==> src/rtl/vga_fb_pkg.sv <==
// Shared constants and grant encoding for the VGA frame-buffer arbiter.
package vga_fb_pkg;
  localparam int DEFAULT_AW       = 19;
  localparam int DEFAULT_PW       = 24;
  localparam int DEFAULT_FB_DEPTH = 307200;
  localparam int READ_LAT         = 3;

  typedef enum logic [1:0] {
    GNT_NONE = 2'd0,
    GNT_DISP = 2'd1,
    GNT_WR   = 2'd2,
    GNT_RD   = 2'd3
  } gnt_e;

  // Round-robin pointer values: which host port wins the next contention.
  localparam logic RR_WR = 1'b0;
  localparam logic RR_RD = 1'b1;
endpackage

==> src/rtl/vga_fb_rr2.sv <==
// Two-port round-robin between host write and host read, overridden by the
// display request which always wins.
module vga_fb_rr2
  import vga_fb_pkg::*;
(
  input  logic       prio_req,
  input  logic       wr_req,
  input  logic       rd_req,
  input  logic       rr_ptr,
  output logic [1:0] grant,
  output logic       rr_ptr_next
);

  always_comb begin
    grant       = GNT_NONE;
    rr_ptr_next = rr_ptr;
    if (prio_req) begin
      grant = GNT_DISP;
    end else if (wr_req && rd_req) begin
      // Only a genuine contention moves the pointer.
      grant       = (rr_ptr == RR_RD) ? GNT_RD : GNT_WR;
      rr_ptr_next = ~rr_ptr;
    end else if (wr_req) begin
      grant = GNT_WR;
    end else if (rd_req) begin
      grant = GNT_RD;
    end
  end

endmodule

==> src/rtl/vga_fb_arbiter.sv <==
// Frame-buffer arbiter: display fetch has absolute priority, host write/read
// share leftover cycles. Fixed 3-cycle read latency through an external RAM.
module vga_fb_arbiter
  import vga_fb_pkg::*;
#(
  parameter int AW       = DEFAULT_AW,
  parameter int PW       = DEFAULT_PW,
  parameter int FB_DEPTH = DEFAULT_FB_DEPTH
) (
  input  logic          iCLK,
  input  logic          iRST_N,
  input  logic          iDisp_Req,
  input  logic [AW-1:0] iDisp_Addr,
  output logic [7:0]    oDisp_R,
  output logic [7:0]    oDisp_G,
  output logic [7:0]    oDisp_B,
  input  logic          iWr_Valid,
  output logic          oWr_Ready,
  input  logic [AW-1:0] iWr_Addr,
  input  logic [PW-1:0] iWr_Data,
  input  logic          iRd_Valid,
  output logic          oRd_Ready,
  input  logic [AW-1:0] iRd_Addr,
  output logic [PW-1:0] oRd_Data,
  output logic          oRd_DValid,
  output logic          oMem_CE,
  output logic          oMem_WE,
  output logic [AW-1:0] oMem_Addr,
  output logic [PW-1:0] oMem_WData,
  input  logic [PW-1:0] iMem_RData,
  output logic          oErr,
  output logic [15:0]   oStall_Cnt
);

  localparam logic [AW-1:0] DEPTH_A = AW'(FB_DEPTH);

  logic       rr_ptr, rr_ptr_next;
  logic [1:0] grant;
  logic [1:0] tag1, tag2;
  logic       zero1, zero2;
  logic       wr_oor, rd_oor, host_pend, host_gnt;

  vga_fb_rr2 u_rr2 (
    .prio_req    (iDisp_Req),
    .wr_req      (iWr_Valid),
    .rd_req      (iRd_Valid),
    .rr_ptr      (rr_ptr),
    .grant       (grant),
    .rr_ptr_next (rr_ptr_next)
  );

  assign wr_oor    = (iWr_Addr >= DEPTH_A);
  assign rd_oor    = (iRd_Addr >= DEPTH_A);
  assign host_pend = iWr_Valid | iRd_Valid;
  assign host_gnt  = (grant == GNT_WR) || (grant == GNT_RD);

  // Readies are forced low while reset is held so nothing is accepted then.
  assign oWr_Ready = iRST_N & iWr_Valid & (grant == GNT_WR);
  assign oRd_Ready = iRST_N & iRd_Valid & (grant == GNT_RD);

  always_ff @(posedge iCLK or negedge iRST_N) begin
    if (!iRST_N) begin
      rr_ptr     <= RR_WR;
      tag1       <= GNT_NONE;
      tag2       <= GNT_NONE;
      zero1      <= 1'b0;
      zero2      <= 1'b0;
      oMem_CE    <= 1'b0;
      oMem_WE    <= 1'b0;
      oMem_Addr  <= '0;
      oMem_WData <= '0;
      oDisp_R    <= '0;
      oDisp_G    <= '0;
      oDisp_B    <= '0;
      oRd_Data   <= '0;
      oRd_DValid <= 1'b0;
      oErr       <= 1'b0;
      oStall_Cnt <= '0;
    end else begin
      rr_ptr  <= rr_ptr_next;
      tag1    <= grant;
      zero1   <= 1'b0;
      oMem_CE <= 1'b0;
      oMem_WE <= 1'b0;
      case (grant)
        GNT_DISP: begin
          oMem_CE   <= 1'b1;
          oMem_Addr <= iDisp_Addr;
        end
        GNT_WR: begin
          if (wr_oor) begin
            oErr <= 1'b1;
          end else begin
            oMem_CE    <= 1'b1;
            oMem_WE    <= 1'b1;
            oMem_Addr  <= iWr_Addr;
            oMem_WData <= iWr_Data;
          end
        end
        GNT_RD: begin
          // Out-of-range reads skip the RAM and return zero at stage 3.
          if (rd_oor) begin
            oErr  <= 1'b1;
            zero1 <= 1'b1;
          end else begin
            oMem_CE   <= 1'b1;
            oMem_Addr <= iRd_Addr;
          end
        end
        default: ;
      endcase

      tag2  <= tag1;
      zero2 <= zero1;

      if (tag2 == GNT_DISP) begin
        oDisp_R <= iMem_RData[PW-1 -: 8];
        oDisp_G <= iMem_RData[PW-9 -: 8];
        oDisp_B <= iMem_RData[PW-17 -: 8];
      end else begin
        oDisp_R <= '0;
        oDisp_G <= '0;
        oDisp_B <= '0;
      end

      oRd_DValid <= (tag2 == GNT_RD);
      if (tag2 == GNT_RD) oRd_Data <= zero2 ? '0 : iMem_RData;

      if (host_pend && !host_gnt && (oStall_Cnt != 16'hFFFF))
        oStall_Cnt <= oStall_Cnt + 16'd1;
    end
  end

endmodule

==> config.mk <==
export PLATFORM = sky130hd
export DESIGN_NAME = vga_fb_arbiter
export DESIGN_NICKNAME = d
export VERILOG_FILES = /design/src/rtl/vga_fb_pkg.sv /design/src/rtl/vga_fb_rr2.sv /design/src/rtl/vga_fb_arbiter.sv
export SDC_FILE = /design/constraint.sdc
export NUM_CORES = 1
export LEC_CHECK = 0
export ABC_CLOCK_PERIOD_IN_PS = 1900
export CAP_MARGIN = 20
export CORE_ASPECT_RATIO = 0.6
export CORE_MARGIN = 2
export CORE_UTILIZATION = 41
export DETAILED_ROUTE_END_ITERATION = 10
export GPL_TIMING_DRIVEN = 0
export PLACE_DENSITY = 0.8
export SETUP_SLACK_MARGIN = 0.5
export SYNTH_ARGS = -nofsm -noshare
export SYNTH_HDL_FRONTEND = slang
export SYNTH_SLANG_ARGS = --single-unit
export TNS_END_PERCENT = 10
==> constraint.sdc <==
create_clock -name iCLK -period 1.9 [get_ports iCLK]
set_input_delay 0.475 -clock iCLK [delete_from_list [all_inputs] [get_ports iCLK]]
set_output_delay 0.475 -clock iCLK [all_outputs]
set_load 0.01 [all_outputs]
* After elaboration in Yosys (flattened, before gate mapping)
Cells that the tools add are included.
** Storage, ports and cells
- Flip-flop bits (word level) :: 118
- Word-level logic and storage cells :: 69
- Bits of input ports :: 110
- Output and inout port bits :: 113
** Cells by class
- $add $sub $neg :: 1
- Order comparisons :: 2
- Bitwise gates (word level) :: 8
- Multiplexer cells :: 21
- Eq/ne operators :: 10
- Reductions and logical operators :: 11
** Operators by type and width (number)
- one-hot mux 19 bit (3 select lines) :: 1
- greater-or-equal comparator 19 bit (second input constant) :: 2
- 2-to-1 mux 19 bit :: 2
- 2-to-1 mux 24 bit :: 1
- 2-to-1 mux 8 bit :: 3
- adder 16 x 1 -> 16 bit (second input constant) :: 1
- inequality test 16 bit (second input constant) :: 1
- 2-to-1 mux 1 bit :: 8
- 2-to-1 mux 2 bit :: 4
- inequality test 2 bit (second input constant) :: 4
- == test 2 bit (second input constant) :: 3
- AND reduction 3 bit :: 2
- AND 1 bit :: 4
- == test 2 x 1 -> 1 bit (second input constant) :: 2
- AND reduction 2 bit :: 2
- logical AND 1 bit :: 3
- inverter 1 bit :: 3
- one-hot mux 1 bit (3 select lines) :: 1
- nonzero test 3 bit :: 1
- one-hot mux 1 bit (2 select lines) :: 1
- nonzero test 2 bit :: 1
- zero test 1 bit :: 1
- logical OR 1 bit :: 1
- OR 1 bit :: 1

* Logic depth before layout (Yosys ltp)
Gate-level depths: netlist of the first run.
- Word-level depth :: 9
- Gate-level depth with buffers :: 6
- Gate-level depth less buffers :: 6

* By module
From an unflattened synthesis of the first run, not the netlist that was laid out.
** Unflattened totals
- Cells, all modules :: 408
- Area, all modules :: 4893.4 sq um
** Modules (own cells, without submodules)
- vga_fb_arbiter :: instances 1, cells each 402, area an instance 4855.9 sq um, seq. area each 2952.8 sq um
- vga_fb_rr2 :: instances 1, cells each 6, area an instance 37.5 sq um, seq. area each 0.0 sq um

* Worst setup path before layout of the first run
No wires, ideal clock.
- Path kind :: input to register
- Start point :: input iWr_Addr[12]
- End point :: register oMem_WData[10]
- Required time :: 1.775 ns
- Setup time :: 0.125 ns
- Path slack :: 0.040 ns
- Data arrival time :: 1.735 ns
- Buffers on the path :: 1
- Stages :: 5
- Cell sequence :: a21o_1 > a211o_1 > a21boi_4 > buf_6 > mux2_2
** Between the ends
- Cells in the longest elaborated chain, start to end :: 3
** Ends and longest elaborated chain
- start: declaration :: RTL line vga_fb_arbiter.sv:19 : input logic [AW-1:0] iWr_Addr,
- greater-or-equal comparator 19 bit :: RTL line vga_fb_arbiter.sv:52 : assign wr_oor = (iWr_Addr >= DEPTH_A);
- inverter 1 bit (no line)
- AND reduction 2 bit (no line)
- end signal: assignment :: RTL line vga_fb_arbiter.sv:97 : oMem_WData <= iWr_Data;
- end: declaration :: RTL line vga_fb_arbiter.sv:29 : output logic [PW-1:0] oMem_WData,
No other way between the ends.
A chain may end at the register's enable or synchronous reset.

* Final worst setup path of the first run
- Start point :: register rr_ptr
- End point :: output oRd_Ready
** Between the ends
- Cells in the longest elaborated chain, start to end :: 5
** Ends and longest elaborated chain
- start: declaration :: RTL line vga_fb_arbiter.sv:37 : logic rr_ptr, rr_ptr_next;
- start signal: assignment :: RTL line vga_fb_arbiter.sv:80 : rr_ptr <= rr_ptr_next;
- 2-to-1 mux 1 bit :: RTL line vga_fb_rr2.sv:21 : grant = (rr_ptr == RR_RD) ? GNT_RD : GNT_WR;
- 2-to-1 mux 2 bit :: RTL line vga_fb_rr2.sv:19 : end else if (wr_req && rd_req) begin
- 2-to-1 mux 2 bit :: RTL line vga_fb_rr2.sv:17 : if (prio_req) begin
- == test 2 bit :: RTL line vga_fb_arbiter.sv:59 : assign oRd_Ready = iRST_N & iRd_Valid & (grant == GNT_RD);
- AND 1 bit :: RTL line vga_fb_arbiter.sv:59
- end: declaration :: RTL line vga_fb_arbiter.sv:22 : output logic oRd_Ready,
No other way between the ends.

==> results of run 1 <==
cells by family (layout without fill, tap and decap cells):
kind of cell / Yosys count / after routing / share of synthesized area
AOI/OAI and AO/OA: 61 / 61 / 0.0938
DFF: 118 / 118 / 0.611
buffers and inverters: 45 / 318 / 0.0412
and+or+nand+nor: 119 / 119 / 0.130
xor gates and xnor gates: 13 / 13 / 0.0236
adders and majority gates: 1 / 1 / 0.00259
muxes: 44 / 44 / 0.0977
cell usage after synthesis:
cell type / n
nor3_1: 2
and2_1: 26
a21boi_0: 1
mux2i_1: 19
a21oi_1: 5
a21o_1: 2
nor4_1: 2
dfrtp_1: 118
nand3_1: 7
nand4_1: 3
a311o_1: 1
or3_1: 1
o21bai_1: 1
buf_6: 4
a211o_1: 1
clkbuf_1: 15
o21a_1: 1
nor2b_1: 1
and3_1: 3
a211oi_1: 2
nand3b_1: 1
a222oi_1: 19
nand2_1: 36
nor2_1: 9
xor2_1: 6
and3b_1: 1
o21ai_0: 25
a211oi_2: 1
nand2b_1: 26
inv_1: 26
mux2_1: 9
and4_1: 1
xnor2_1: 7
a21boi_4: 1
mux2_2: 16
a41o_1: 1
ha_1: 1
state kept, by name, indices dropped and copies added (netlist names):
signal / flops
zero1: 1
oStall_Cnt: 16
zero2: 1
oMem_WData: 24
oDisp_B: 8
oMem_CE: 1
oRd_Data: 24
tag1: 2
oRd_DValid: 1
rr_ptr: 1
oMem_Addr: 19
oDisp_R: 8
oErr: 1
oDisp_G: 8
tag2: 2
oMem_WE: 1
final timing paths:
check,cells past startpoint,start,slack (ns),end
worst max-delay path,5,rr_ptr$_DFFE_PN0P_,-0.10,oRd_Ready
worst min-delay path,1,iRST_N,-0.005,oDisp_B[6]$_DFF_PN0_
worst max register to register,9,rr_ptr$_DFFE_PN0P_,-0.03,oMem_Addr[6]$_DFFE_PN0P_
worst min register to register,0,tag1[1]$_DFF_PN0_,0.35,tag2[1]$_DFF_PN0_
max in group asynchronous,2,iRST_N,0.99,oRd_Data[2]$_DFFE_PN0P_
min in group iCLK,0,tag1[1]$_DFF_PN0_,0.35,tag2[1]$_DFF_PN0_
per-layer routing:
layer	global-route usage	routed length [um]	vias up
met2	0.398	7310	177
met3	0.0738	1260	18
met1	0.294	6200	2070
li1	-	-	1909
met4	0.0909	187	0
met5	0	0	-
repair_timing:
action	4_1_cts	5_1_grt
buffers inserted	9	3
hold buffers	1	0
setup endpoints to repair	189	171
gates cloned	2	3
gates resized for setup	561	52
pin swaps	26	21
hold endpoints to repair	3	0
area by class of cell:
class / instances / area, sq um
Timing Repair Buffer: 241 / 2180
Sequential cell: 118 / 2970
Clock inverter: 13 / 85.1
Tap cell: 160 / 200
Fill cell: 828 / 3360
Clock buffer: 19 / 433
Inverter: 26 / 97.6
Buffer: 19 / 138
Multi-Input combinational cell: 238 / 1920
metrics by stage:
step	TNS (ns)	hold WS, ns	cells	power (mW)	worst slack, ns
finish	-0.287	-0.00514	834	8.81	-0.104
floorplan	0	0.179	401	4.32	0.0936
global placement	-517.29	0.338	783	5.81	-4.34
detailed placement	-30.11	0.340	784	5.92	-1.16
global route	-1.23	0.00530	834	9.25	-0.154
CTS	-0.201	-0.00450	828	8.61	-0.126
power groups by stage:
stage                     Combinational [mW]  Sequential, mW  Clock (mW)
after global placement                  2.42            3.39           0
final                                   2.55            3.48        2.78
after floorplan                        0.689            3.63           0
after global routing                    2.74            3.55        2.96
after CTS                               2.36            3.43        2.83
after detailed placement                2.49            3.43           0
==> results.txt, run 1 <==
The relative max-transition margin came out at 0.662. The clock network power share is 0.315. The worst path buffer plus inverter count came out at 2.

CTS placed an instance of clkbuf_16 at the clock tree root. Summed over all instances, the cell type with the most area after synthesis is dfrtp_1. Of the total power, combinational logic draws 0.289. The number of slew-limit violations in the final report came out at 0. The flow ran to the end, but the final reports show violations. For this run the aggregate overflow at the end of global routing stands at 0. The number of maximum-capacitance constraint violations came out at 0. In this run the power spent charging and discharging nets is 2.65 mW. In this design, the stage delay of the slowest critical-path cell is 0.38 ns. The initial core utilization came out at 0.425.

The count of unresolved DRC violations after routing is 0. After the first detailed-routing iteration, the DRC count stood at 273. The number of top-level pins is 223. In this run the mean area of a mapped cell was 12.0 sq um. The number of nets produced by synthesis came out at 512.

The total die area is 12,700 sq um. The total core area came out at 11,400 sq um. The required time of the critical path is 1.42 ns. The switching power share of the total is 0.301. The repair_antennas step left the layout with diodes totalling 0. Relative to the synthesized area, the layout overhead comes to 66.0%. The most common library cell in the layout ignoring fill and taps is dfrtp_1.

The worst vdd rail ir drop came out at 0.736 mV. The number of levels in the clock H-tree came out at 4. The average detailed-routed wire length per instance is 17.9 um.

The total standard cell area after synthesis came out at 4830 sq um. The overall track demand over capacity in global routing is 0.238. By startpoint and endpoint, the worst setup path is classified as flop to primary output. The sum of net half-perimeters after detailed placement is 10,400 um. The count of TritonRoute iterations in the first routing pass came out at 9.

TritonCTS built the clock tree. The final-report hold violation count came out at 15. The die is 144 um wide. The initialized floorplan defines 30 standard-cell rows. The area of all placed cells without fillers is 8020 sq um. The instance count of the mapped netlist is 401. The peak clock frequency supported by timing came out at 499 MHz.

The ratio of routed vias to standard cells is 5.00. The critical path launch point type is a flop. Among all stages on the critical path, the largest delay is contributed by dfrtp_1. Input and output buffers added on the ports amount to 222. The slew at the pin with the worst max-slew slack came out at 0.507 ns. The worst hold path belongs to the class input port to asynchronous set/reset pin. Counting the buffers created by CTS gives 17. The area share of the largest cell type after synthesis is 0.611. Setup violations remaining at the end of the flow were counted as 7. The via count of the first global-routing pass is 4,497.

STA classifies the critical path endpoint as a primary output. The leakage power total came out at 3.77 nW. Grouping stages by cell kind, the critical path spends the most delay in simple AND/OR/NAND/NOR gates. The final layout contains routed wiring with a total length of 15,000 um. The share of total power in sequential cells came out at 0.396. Setup repair after global routing could not meet its margin everywhere. The power per cell area is 1100 nW/um^2. The fraction of layout cells with a size suffix above 1 came out at 0.361. Ranked by total cell area, the synthesized netlist is headed by dfrtp_1 (61%), a222oi_1 (3.9%), mux2i_1 (3.9%), mux2_2 (3.7%), and2_1 (3.4%).

The final antenna-violating net count came out at 0. The endpoint arrival time on the critical path is 1.53 ns. The worst-skew pair later-pin latency came out at 0.40 ns.

The number of different library cells in the post-synthesis netlist came out at 37. The number of clock sinks came out at 118. The largest clock skew in the final design came out at 0.00697 ns. In the layout the commonest cells are dfrtp_1 (104), clkdlybuf4s50_1 (98), buf_2 (70), buf_6 (54), nand2_1 (35).

The number of vias after detailed routing came out at 4,174. The post-route core utilization came out at 0.705. The time the worst path needs with I/O delays and setup came out at 2.00 ns. Walking the worst path, the cells encountered are nand2b_4, and3b_2, buf_8, and2_4, buf_6. The largest net degree at the start of global routing came out at 55.

The first-pass GRT wire length came out at 22,900 um. The instance area after placement is 7280 sq um. The internal power consumption is 6.16 mW. The final reports fail on hold timing, setup timing.

The synthesized design contains 118 register bits. The buffer levels on the longest clock path came out at 2. The initial antenna violation count is 0.

The final layout net count came out at 772. The part of the Yosys area used for sequential elements is 0.611. The clock transition at the registers of the reported paths came out at 0.05 ns. Across all hold checks on the routed design, the worst slack comes to -0.00514 ns.

The fraction of the cycle the final worst path needs is 1.05. The placer congestion estimate is 0.813. The critical-path maximum fanout came out at 2. The count of yosys warnings during synthesis came out at 0. The final worst-path setup slack is -0.104 ns. The die outline height is 88.1 um.
Power figures use the tool's default switching activity.
==> run 2, diff against run 1 <==
SETUP_SLACK_MARGIN = 0.3   (was 0.5)
==> results.txt, run 2 (synthesized netlist as in run 1, its figures left out) <==
The buffer levels on the longest clock path came out at 2 (unchanged). The average detailed-routed wire length per instance is 17.6 um (was 17.9 um). The final worst-path setup slack is -0.106 ns (was -0.104 ns). The number of cells traversed by the worst register-to-register path was 9 (unchanged). The power per cell area is 1060 nW/um^2 (was 1100 nW/um^2). The capture instance of the worst register-to-register path is oMem_Addr[1]$_DFFE_PN0P_ (was oMem_Addr[6]$_DFFE_PN0P_). RSZ-0062 raised after global routing: yes (unchanged). The multi-input combinational cell area is 1850 sq um (was 1920 sq um). The number of filler instances in the final layout was 853 (was 828). The overflow left after global routing came out at 0 (unchanged). The critical-path maximum fanout came out at 2 (unchanged). The clock transition at the registers of the reported paths was 0.05 ns (about the same). The final-report hold violation count was 23 (was 15). The number of clock sinks is 118 (unchanged).

The minimum setup slack among reg-to-reg paths came out at -0.02 ns (was -0.03 ns). The antenna diode count is 0 (unchanged). The required time of the critical path is 1.42 ns (about the same). Violated checks: hold timing, setup timing (unchanged). The sum of net half-perimeters after detailed placement is 10,400 um (unchanged).

The leakage power total came out at 3.82 nW (was 3.77 nW). The largest clock skew in the final design was 0.00741 ns (was 0.00697 ns). The critical-path cell with the highest stage delay is dfrtp_1 (unchanged). The overall power after layout is 8.56 mW (was 8.81 mW). The number of vias after detailed routing came out at 4,156 (was 4,174). The die outline height was 88.1 um (unchanged). The horizontal die dimension came out at 144 um (unchanged). The count of TritonRoute iterations in the first routing pass was 6 (was 9).

The slew at the pin with the worst max-slew slack came out at 0.505 ns (was 0.507 ns). The worst-skew pair later-pin latency came to 0.40 ns (about the same). Status: complete, but fails checks (unchanged). The number of maximum-capacitance constraint violations was 0 (unchanged). The endpoint arrival time on the critical path came out at 1.53 ns (about the same). The placer congestion estimate is 0.813 (unchanged). The overall track demand over capacity in global routing came out at 0.236 (was 0.238).

The post-route core utilization came out at 0.710 (was 0.705). Largest registers: oMem_WData: 24 flops, oRd_Data: 24 flops, oMem_Addr: 19 flops (unchanged). The number of top-level pins came out at 223 (unchanged). The ratio of routed vias to standard cells is 4.99 (was 5.00). The critical path launch point type is a flop (unchanged). The final layout net count was 771 (was 772). Series of cell instances along the critical path: nand2b_4, and3b_2, buf_8, and2_4, buf_6 (unchanged). The peak clock frequency supported by timing is 499 MHz (about the same). The initial antenna violation count is 0 (unchanged). The total core area was 11,400 sq um (unchanged). The area of all sequential standard cells came out at 2970 sq um (about the same). The category of the worst setup path capture point is a primary output (unchanged). The initial core utilization came to 0.425 (unchanged). The fraction of layout cells with a size suffix above 1 is 0.181 (was 0.361). The final antenna-violating net count was 0 (unchanged). The time the worst path needs with I/O delays and setup is 2.01 ns (was 2.00 ns). The CTS tree is yes (unchanged).

The post-detailed-routing wire length is 14,700 um (was 15,000 um). The largest net degree at the start of global routing came to 55 (unchanged). The number of setup violations in the final report came out at 5 (was 7). The number of standard-cell rows in the floorplan came out at 30 (unchanged). The cell chosen for the clock root is clkbuf_16 (unchanged). The classification of the worst-slack hold path is input port to asynchronous set/reset pin (unchanged). The type of the worst setup path is flop to primary output (unchanged).

The total die area came out at 12,700 sq um (unchanged). The initial detailed-routing violation count is 330 (was 273). The count of unresolved DRC violations after routing is 0 (unchanged).

The delay of the slowest cell on the worst path came out at 0.39 ns (was 0.38 ns). The fraction of the cycle the final worst path needs came out at 1.06 (was 1.05). The worst vdd rail ir drop is 0.726 mV (was 0.736 mV).

The tightest hold margin came to -0.00923 ns (was -0.00514 ns). The count of input and output buffers came out at 222 (unchanged). The first-pass GRT wire length is 22,700 um (was 22,900 um).

The origin of the critical flop-to-flop path is rr_ptr$_DFFE_PN0P_ (unchanged). The most common library cell in the layout ignoring fill and taps was dfrtp_1 (unchanged). The via count of the first global-routing pass is 4,462 (was 4,497).

The number of levels in the clock H-tree is 4 (unchanged). The relative max-transition margin came out at 0.663 (was 0.662). The number of slew-limit violations in the final report came out at 0 (unchanged). The area growth from synthesis to final layout is 67.1% (was 66.0%). The clock buffer count from CTS is 17 (unchanged).

Highest-count cells in the layout ignoring fill and taps: dfrtp_1 (107), clkdlybuf4s50_1 (99), dlygate4sd2_1 (96), nand2_1 (36), inv_1 (26) (was dfrtp_1 (104), clkdlybuf4s50_1 (98), buf_2 (70), buf_6 (54), nand2_1 (35)).
-- run 2: cell types whose count changed in the layout (fill, tap and decap cells not counted), sizes merged --
cell           change
buf              -110
clkbuf             +3
clkdlybuf4s15     +13
clkdlybuf4s50      +1
dlygate4sd2       +92
-- run 2: power breakdown --
group / internal (mW) / switching [mW] / total, mW
clock: 1.65 / 1.11 / 2.76
sequential: 3.06 / 0.359 / 3.42
combinational: 1.30 / 1.08 / 2.38
total: 6.01 / 2.55 / 8.56
-- run 2: routing by layer --
layer | global-route usage | wire length (um)
met1 | 0.290 | 5980
met2 | 0.400 | 7150
met3 | 0.0733 | 1350
met4 | 0.0829 | 182
met5 | 0 | 0
-- run 2: timing repair --
item	CTS	global route
hold buffers	1	0
cloned	2	3
pin swaps	5	11
setup buffers	8	3
hold endpoints to repair	3	0
gates resized for setup	201	35
setup endpoints to repair	171	77
-- run 2: worst max path at each step --
stage	startpoint	end	slack, ns	cells after the start
2_1_floorplan	iWr_Addr[12]	oMem_WData[10]$_DFFE_PN0P_	0.09	5
3_3_place_gp	iRST_N	oWr_Ready	-4.34	3
3_5_place_dp	iDisp_Req	oWr_Ready	-1.16	6
4_1_cts	rr_ptr$_DFFE_PN0P_	oRd_Ready	-0.13	5
5_1_grt	rr_ptr$_DFFE_PN0P_	oRd_Ready	-0.16	5
6_report	rr_ptr$_DFFE_PN0P_	oRd_Ready	-0.11	5
-- run 2: cell type report --
| class | instances | share of cell area |
|---|---|---|
| buffer | 19 | 0.0166 |
| clock buffer | 19 | 0.0536 |
| clock inverter | 13 | 0.0105 |
| inverter | 26 | 0.0121 |
| multi-input combinational | 238 | 0.229 |
| sequential | 118 | 0.368 |
| tap | 160 | 0.0248 |
| timing repair buffer | 240 | 0.286 |
-- run 2: through the flow --
stage,setup TNS [ns],area [sq um],cells,hold WS [ns],worst slack [ns]
4_1_cts,-0.201,7950,827,-0.00450,-0.126
6_report,-0.201,8070,833,-0.00923,-0.106
3_3_place_gp,-517.29,7250,783,0.338,-4.34
3_5_place_dp,-30.11,7280,784,0.340,-1.16
5_1_grt,-0.990,8070,833,0.00559,-0.156
2_1_floorplan,0,4830,401,0.179,0.0936
-- run 2: worst max-delay path, delay by kind of cell (launching register included) --
family,cells,cell delay [ns]
AND/OR/NAND/NOR,3,0.52
flip-flops,1,0.39
buffers and inverters,2,0.23
